===== config.mk =====
export PLATFORM = sky130hd
export DESIGN_NAME = multicycle_decoder
export DESIGN_NICKNAME = d
export VERILOG_FILES = /design/src/rtl/multicycle_decoder.sv
export SDC_FILE = /design/constraint.sdc
export NUM_CORES = 1
export LEC_CHECK = 0
export CAP_MARGIN = 5
export CORE_MARGIN = 3
export CORE_UTILIZATION = 35
export CTS_CLUSTER_DIAMETER = 120
export DETAILED_ROUTE_END_ITERATION = 8
export GPL_TIMING_DRIVEN = 0
export PLACE_DENSITY_LB_ADDON = 0.3
export SETUP_SLACK_MARGIN = 0.5
export SLEW_MARGIN = 20
export SYNTH_ARGS = -nofsm -noshare
export SYNTH_HDL_FRONTEND = slang
export SYNTH_SLANG_ARGS = --single-unit

===== constraint.sdc =====
create_clock -name clk -period 3.74 [get_ports clk]
set_input_delay 0.374 -clock clk [delete_from_list [all_inputs] [get_ports clk]]
set_output_delay 0.374 -clock clk [all_outputs]
set_load 0.03 [all_outputs]

===== src/rtl/multicycle_decoder.sv =====
// Multicycle ARM-style control decoder: a registered FSM steps each
// instruction through fetch, decode and its execute/memory/writeback
// states, driving datapath selects and write enables per state.
module multicycle_decoder #(
    parameter int ALUC_W = 2,
    parameter int PC_IDX = 15
) (
    input  logic              clk,
    input  logic              rst,
    input  logic [1:0]        op,
    input  logic [5:0]        funct,
    input  logic [3:0]        rd,
    input  logic              mem_ready,
    output logic              pc_s,
    output logic              next_pc,
    output logic              reg_w,
    output logic              mem_w,
    output logic              ir_write,
    output logic              adr_src,
    output logic              alu_src_a,
    output logic [1:0]        result_src,
    output logic [1:0]        alu_src_b,
    output logic [1:0]        imm_src,
    output logic [1:0]        reg_src,
    output logic [1:0]        flag_w,
    output logic [ALUC_W-1:0] alu_control,
    output logic              instr_done,
    output logic              illegal
);

    localparam logic [3:0] FETCH  = 4'd0;
    localparam logic [3:0] DECODE = 4'd1;
    localparam logic [3:0] MEMADR = 4'd2;
    localparam logic [3:0] MEMRD  = 4'd3;
    localparam logic [3:0] MEMWB  = 4'd4;
    localparam logic [3:0] MEMWR  = 4'd5;
    localparam logic [3:0] EXEC_R = 4'd6;
    localparam logic [3:0] EXEC_I = 4'd7;
    localparam logic [3:0] ALUWB  = 4'd8;
    localparam logic [3:0] BRANCH = 4'd9;

    // EOR/MOV/CMP/TST only exist with the wider ALU control
    localparam logic EXT = (ALUC_W >= 3);

    logic [3:0]        state, state_nx;
    logic [3:0]        cmd;
    logic              s_bit;
    logic              cmd_ok, cmd_arith, cmd_cmp;
    logic [ALUC_W-1:0] cmd_aluc;
    logic              decode_bad;
    logic              pc_dst;

    assign cmd    = funct[4:1];
    assign s_bit  = funct[0];
    assign pc_dst = (rd == PC_IDX[3:0]);

    // Data-processing command lookup: support, ALU code, flag class
    always_comb begin
        cmd_ok    = 1'b0;
        cmd_arith = 1'b0;
        cmd_cmp   = 1'b0;
        cmd_aluc  = '0;
        case (cmd)
            4'b0100: begin cmd_ok = 1'b1; cmd_arith = 1'b1; cmd_aluc = ALUC_W'(0); end
            4'b0010: begin cmd_ok = 1'b1; cmd_arith = 1'b1; cmd_aluc = ALUC_W'(1); end
            4'b0000: begin cmd_ok = 1'b1; cmd_aluc = ALUC_W'(2); end
            4'b1100: begin cmd_ok = 1'b1; cmd_aluc = ALUC_W'(3); end
            4'b0001: begin cmd_ok = EXT; cmd_aluc = ALUC_W'(4); end
            4'b1101: begin cmd_ok = EXT; cmd_aluc = ALUC_W'(5); end
            4'b1010: begin cmd_ok = EXT; cmd_arith = EXT; cmd_cmp = EXT; cmd_aluc = ALUC_W'(1); end
            4'b1000: begin cmd_ok = EXT; cmd_cmp = EXT; cmd_aluc = ALUC_W'(2); end
            default: ;
        endcase
    end

    assign decode_bad = (op == 2'b11) || ((op == 2'b00) && !cmd_ok);

    // Next-state selection
    always_comb begin
        state_nx = state;
        case (state)
            FETCH:  if (mem_ready) state_nx = DECODE;
            DECODE: begin
                if (decode_bad)        state_nx = FETCH;
                else if (op == 2'b01)  state_nx = MEMADR;
                else if (op == 2'b10)  state_nx = BRANCH;
                else                   state_nx = funct[5] ? EXEC_I : EXEC_R;
            end
            MEMADR: state_nx = funct[0] ? MEMRD : MEMWR;
            MEMRD:  if (mem_ready) state_nx = MEMWB;
            MEMWR:  if (mem_ready) state_nx = FETCH;
            EXEC_R, EXEC_I: state_nx = cmd_cmp ? FETCH : ALUWB;
            default: state_nx = FETCH;
        endcase
    end

    // State register; reset lands in FETCH immediately, aborting any access
    always_ff @(posedge clk or posedge rst) begin
        if (rst) state <= FETCH;
        else     state <= state_nx;
    end

    // Undecodable instruction flag, visible the cycle after DECODE
    always_ff @(posedge clk or posedge rst) begin
        if (rst) illegal <= 1'b0;
        else     illegal <= (state == DECODE) && decode_bad;
    end

    // Per-state datapath controls; everything not named stays low
    always_comb begin
        pc_s        = 1'b0;
        next_pc     = 1'b0;
        reg_w       = 1'b0;
        mem_w       = 1'b0;
        ir_write    = 1'b0;
        adr_src     = 1'b0;
        alu_src_a   = 1'b0;
        result_src  = 2'b00;
        alu_src_b   = 2'b00;
        flag_w      = 2'b00;
        alu_control = '0;
        instr_done  = 1'b0;
        imm_src     = op;
        reg_src     = {op == 2'b01, op == 2'b10};
        case (state)
            FETCH: begin
                alu_src_a  = 1'b1;
                alu_src_b  = 2'b10;
                result_src = 2'b10;
                ir_write   = mem_ready;
                next_pc    = mem_ready;
            end
            DECODE: begin
                alu_src_a  = 1'b1;
                alu_src_b  = 2'b10;
                result_src = 2'b10;
            end
            MEMADR: alu_src_b = 2'b01;
            MEMRD:  adr_src = 1'b1;
            MEMWB: begin
                result_src = 2'b01;
                reg_w      = 1'b1;
                pc_s       = pc_dst;
                instr_done = 1'b1;
            end
            MEMWR: begin
                adr_src    = 1'b1;
                mem_w      = mem_ready;
                instr_done = mem_ready;
            end
            EXEC_R, EXEC_I: begin
                alu_src_b   = (state == EXEC_I) ? 2'b01 : 2'b00;
                alu_control = cmd_aluc;
                if (s_bit || cmd_cmp) flag_w = cmd_arith ? 2'b11 : 2'b10;
                instr_done  = cmd_cmp;
            end
            ALUWB: begin
                reg_w      = 1'b1;
                pc_s       = pc_dst;
                instr_done = 1'b1;
            end
            BRANCH: begin
                alu_src_b  = 2'b01;
                result_src = 2'b10;
                pc_s       = 1'b1;
                instr_done = 1'b1;
            end
            default: ;
        endcase
    end

endmodule


### After elaboration in Yosys (flattened, before gate mapping)

Cells that the tools add are included.

* flip-flop bits (word level): 5
* input port bits: 15
* output and inout bits: 21
* logic and storage cells: 69

* equality and inequality tests: 22
* multiplexer cells: 26
* reductions and logical operators: 19

Operators by type and width (number)
* equality test 4 bit (second input constant): 7
* two-way mux 4 bit: 6
* case mux 4 bit (6 select lines): 1
* equality test 4 x 3 -> 1 bit (second input constant): 5
* OR reduction 2 bit: 7
* equality test 4 x 2 -> 1 bit (second input constant): 3
* case mux 2 bit (3 select lines): 2
* two-way mux 1 bit: 10
* OR reduction 3 bit: 3
* zero test 4 bit: 2
* two-way mux 2 bit: 3
* inequality test 2 bit (second input constant): 3
* equality test 2 bit (second input constant): 2
* equality test 4 x 1 -> 1 bit (second input constant): 1
* case mux 1 bit (2 select lines): 2
* case mux 2 bit (2 select lines): 1
* OR reduction 4 bit: 1
* two-way mux 3 bit: 1
* AND reduction 3 bit: 1
* equality test 2 x 1 -> 1 bit (second input constant): 1
* logical AND 1 bit: 2
* zero test 2 bit: 1
* zero test 1 bit: 1
* logical OR 1 bit: 1

### Longest topological paths before layout

* word-level depth: 8
* gate-level depth with buffers: 5
* gate-level depth less buffers: 5

### Worst setup path after synthesis

No wires, ideal clock.

* path kind: reg-to-output
* start point: reg state[2]
* end point: out flag_w[0]
* arrival: 1.660 ns
* required time: 3.366 ns
* slack: 1.706 ns
* cell stages (with the launch flop): 6
* path through: dfrtp_1 buf_6 inv_4 nor2_8 and3_1 nor4b_2

* longest elaborated chain between the ends: 3
* elaborated cells on any way between the ends: 4

Ends and longest elaborated chain
* start: declaration: line 45 `logic [3:0] state, state_nx;`
* start signal: assignment: line 100 `else state <= state_nx;`
* equality test 4 x 3 -> 1 bit: line 125 `case (state)`
* OR reduction 2 bit *: line 125
* two-way mux 2 bit *: line 125
* end: declaration: line 25 `output logic [1:0] flag_w,`

Mark *: on every way between the ends. The rest lies on a longest branch, timed or not.

### Worst setup path in the final report

* start point: reg state[2]
* end point: out alu_control[1]

* longest elaborated chain between the ends: 3
* elaborated cells on any way between the ends: 4

Ends and longest elaborated chain
* equality test 4 x 3 -> 1 bit: line 125
* OR reduction 2 bit *: line 125
* two-way mux 2 bit *: line 125
* end: declaration: line 26 `output logic [ALUC_W-1:0] alu_control,`

Marked as above.

==> metrics.txt <==
# TYPE chip_impl_metric gauge
chip_impl_metric{name="maxcap_violations",unit=""} 0
chip_impl_metric{name="drt_drc_violations_left",unit=""} 0
chip_impl_metric{name="critical_path.n_buffers_inverters",unit=""} 3
chip_impl_info{name="worstSetupEndpointType",value="output pin"} 1
chip_impl_metric{name="final_cycle_utilization_of_the_critical_path",unit=""} 0.653
chip_impl_metric{name="grt.overflow.total",unit=""} 0
chip_impl_info{name="run_status",value="finished clean"} 1
chip_impl_metric{name="ant_nets",unit=""} 0
chip_impl_metric{name="num_vias",unit=""} 668
chip_impl_info{name="post_synth_most_frequent_cells",value="sky130_fd_sc_hd__nor2_1, sky130_fd_sc_hd__a21oi_1, sky130_fd_sc_hd__buf_4, sky130_fd_sc_hd__dfrtp_1, sky130_fd_sc_hd__ha_1"} 1
chip_impl_info{name="crit_type",value="flip-flop to output pin"} 1
chip_impl_metric{name="layout.core_utilization",unit=""} 0.613
chip_impl_metric{name="synth_top_cell_area_share",unit=""} 0.182
chip_impl_metric{name="route.detailed.wl_per_inst",unit="um"} 11.7
chip_impl_metric{name="timing.final.setup_violations",unit=""} 0
chip_impl_metric{name="cts.reportedPaths.clkPinSlew",unit="ns"} 0.04
chip_impl_metric{name="ys_async_sr_fraction",unit=""} 1.00
chip_impl_metric{name="first_iter_violations",unit=""} 4
chip_impl_metric{name="timing.final.hold_violations",unit=""} 0
chip_impl_metric{name="clock_skew",unit="ns"} 0.00427
chip_impl_metric{name="leakage",unit="nW"} 0.459
chip_impl_metric{name="drive_gt1_frac",unit=""} 0.228
chip_impl_info{name="critPathLaunchType",value="flip-flop"} 1
chip_impl_metric{name="synth_cell_type_count",unit=""} 39
chip_impl_metric{name="num_rows",unit=""} 15
chip_impl_metric{name="synth.avg_cell_area",unit="sq um"} 9.14
chip_impl_info{name="grt_most_used_layer",value="met2"} 1
chip_impl_metric{name="postSynthNetCount",unit=""} 95
chip_impl_metric{name="antennaDiodeCount",unit=""} 0
chip_impl_metric{name="die_area",unit="sq mm"} 0.00253
chip_impl_info{name="post_synth_main_area_contributors",value="sky130_fd_sc_hd__dfrtp_1, sky130_fd_sc_hd__ha_1, sky130_fd_sc_hd__buf_4"} 1
chip_impl_metric{name="groute.usage.overall",unit=""} 0.135
chip_impl_metric{name="grt_pass1_wl",unit="mm"} 2.70
chip_impl_metric{name="syn_area",unit="sq um"} 686
chip_impl_info{name="sequence_of_cells_on_the_critical_path",value="buf_6 -> inv_4 -> nor2_8 -> nand2_4 -> a2111oi_4 -> clkdlybuf4s50_1"} 1
chip_impl_info{name="clock_tree_from_tritoncts",value="yes"} 1
chip_impl_metric{name="cp.arrival",unit="ns"} 2.07
chip_impl_metric{name="slew_viol_final",unit=""} 0
chip_impl_metric{name="floorplan.initialDensity",unit=""} 0.385
chip_impl_metric{name="crit_path_max_cell_delay",unit="ns"} 0.72
chip_impl_metric{name="io-pin-count",unit=""} 36
chip_impl_info{name="holdCritPathClass",value="input pin to asynchronous set/reset pin"} 1
chip_impl_metric{name="critPathRequiredTime",unit="ns"} 3.37
chip_impl_metric{name="synthCells",unit=""} 75
chip_impl_info{name="ys_dominant_reg_cell",value="sky130_fd_sc_hd__dfrtp_1"} 1
chip_impl_metric{name="cts_hold_buf",unit=""} 0
chip_impl_metric{name="synth_seq_cells",unit=""} 5
chip_impl_metric{name="synth-warning-count",unit=""} 0
chip_impl_metric{name="die_height",unit="um"} 50.3
chip_impl_metric{name="route.detailed.vias_per_inst",unit=""} 4.81
chip_impl_metric{name="worst_case_setup_margin_in_the_final_layout",unit="ns"} 1.30
chip_impl_metric{name="gp_routability_congestion",unit=""} 0.801
chip_impl_metric{name="dp_slack",unit="ns"} 1.31
chip_impl_metric{name="timing.setup.tns",unit="ns"} 0
chip_impl_info{name="clock_tree.root_cell",value="sky130_fd_sc_hd__clkbuf_4"} 1
chip_impl_metric{name="worst-path-max-fanout",unit=""} 8
chip_impl_metric{name="cts_max_level",unit=""} 1
chip_impl_metric{name="nNetsFinal",unit=""} 135
chip_impl_metric{name="clock_insertion_delay_worst_skew",unit="ns"} 0.24
chip_impl_metric{name="first_global_vias",unit=""} 655
chip_impl_metric{name="drt_first_pass_iters",unit=""} 4
chip_impl_info{name="path_delay_family",value="buffers and inverters"} 1
chip_impl_metric{name="worst_slew_slack_as_a_fraction_of_its_limit",unit=""} 0.779
chip_impl_info{name="count_leader_synth",value="sky130_fd_sc_hd__nor2_1"} 1
chip_impl_metric{name="ys_seq_area_frac",unit=""} 0.182
chip_impl_metric{name="buffer_ports.inserted",unit=""} 35
chip_impl_metric{name="clk_path_buf_depth",unit=""} 2
chip_impl_metric{name="clock_sink_count",unit=""} 5
chip_impl_metric{name="post_cts_buffers",unit=""} 0
chip_impl_metric{name="final.min_clock_period",unit="ns"} 2.44
chip_impl_metric{name="flow.area_growth_from_synthesis",unit="%"} 59.5
chip_impl_metric{name="num-fill-cells",unit=""} 163
chip_impl_metric{name="grt_start_max_net_pins",unit=""} 11
chip_impl_metric{name="power-per-cell-area",unit="mW/mm^2"} 601
chip_impl_metric{name="wirelength",unit="mm"} 1.63
chip_impl_metric{name="final_cell_count_no_fill",unit=""} 139
chip_impl_info{name="timing.critical_path.slowest_stage_cell",value="sky130_fd_sc_hd__clkdlybuf4s50_1"} 1
chip_impl_info{name="synthDominantAreaCellType",value="sky130_fd_sc_hd__dfrtp_1"} 1
chip_impl_metric{name="number_of_antenna_violations_at_the_first_check_in_global_routing",unit=""} 0
chip_impl_metric{name="vdd_drop_max",unit="uV"} 271
chip_impl_metric{name="global_route.usage.met2",unit=""} 0.237
chip_impl_metric{name="cts_resized",unit=""} 0
chip_impl_metric{name="worst_hold_slack",unit="ns"} 0.323
chip_impl_metric{name="pin_slew_with_the_least_headroom_to_its_limit",unit="ns"} 0.329
chip_impl_metric{name="die-width",unit="um"} 50.3
chip_impl_metric{name="placedCellCount",unit=""} 135
chip_impl_metric{name="placeableCoreArea",unit="sq mm"} 0.00178
chip_impl_metric{name="fraction_of_met3_tracks_used_by_global_routing",unit=""} 0.0356
chip_impl_info{name="rsz_0062_raised_after_global_routing",value="no"} 1
chip_impl_metric{name="achievable-frequency",unit="GHz"} 0.410
chip_impl_metric{name="tritoncts.num_buffers",unit=""} 3
chip_impl_metric{name="hpwlAfterDp",unit="mm"} 1.34
chip_impl_metric{name="synth_enable_flop_cells",unit=""} 0
chip_impl_metric{name="grt_use_met1",unit=""} 0.153
-- cell usage in the layout, fill, tap and decap left out, types with 2 or more instances in the layout --
cell type	n
sky130_fd_sc_hd__and3_1	2
sky130_fd_sc_hd__a21oi_1	5
sky130_fd_sc_hd__buf_6	2
sky130_fd_sc_hd__nor2_1	7
sky130_fd_sc_hd__nand2_1	4
sky130_fd_sc_hd__xnor2_1	2
sky130_fd_sc_hd__dfrtp_1	5
sky130_fd_sc_hd__inv_1	4
sky130_fd_sc_hd__buf_4	5
sky130_fd_sc_hd__ha_1	5
sky130_fd_sc_hd__clkbuf_4	3
sky130_fd_sc_hd__nand2b_1	3
sky130_fd_sc_hd__o22ai_1	2
sky130_fd_sc_hd__clkdlybuf4s50_1	35
sky130_fd_sc_hd__nand2_4	2
sky130_fd_sc_hd__nor3_1	2
-- registers in the layout, indices dropped and copies added (netlist names) --
name,count
illegal,1
state,4
-- routing by layer --
metal	up-vias	wire length, um
li1	336	-
met5	-	0
met3	2	133
met1	298	698
met2	32	787
met4	0	8
-- report_power, final --
part | total (mW) | switching [mW] | internal (mW)
Sequential | 0.0984 | 0.0275 | 0.0710
Combinational | 0.496 | 0.272 | 0.224
Clock | 0.0624 | 0.0220 | 0.0403
-- layout make-up --
type / instances / area (sq um) / share of cell area
sequential: 5 / 125 / 0.114
multi-input combinational: 57 / 475 / 0.435
clock buffer: 4 / 26.3 / 0.0240
buffer: 7 / 60.1 / 0.0549
timing repair buffer: 35 / 350 / 0.320
tap: 25 / 31.3 / 0.0286
inverter: 6 / 25.0 / 0.0229
-- logic make-up after synthesis --
kind of cell             count (synthesis)  synth area share
AO/OA/AOI/OAI                           17             0.232
XOR/XNOR                                 2            0.0256
adder cells (fa/ha/maj)                  5            0.0912
buffers and inverters                   13             0.124
flip-flops                               5             0.182
multiplexers                             1            0.0146
AND/OR/NAND/NOR                         32             0.330
-- path summary, 6_finish.rpt --
kind / endpoint / cells after the start / start / slack [ns]
min reg2reg: state[3] / 3 / state[3] / 0.70
max in group asynchronous: state[0] / 2 / rst / 3.25
min in group clk: state[3] / 3 / state[3] / 0.70
max: alu_control[1] / 6 / state[2] / 1.30
min: state[3] / 2 / rst / 0.32
max reg2reg: state[2] / 4 / state[0] / 2.44
-- through the flow --
step	area (sq um)	total power, mW
final	1090	0.657
after global routing	1090	0.695
after CTS	1090	0.661
after detailed placement	1070	0.597
after global placement	1070	0.591
after floorplan	686	0.433
No activity file was read; power rests on OpenSTA's default activity.
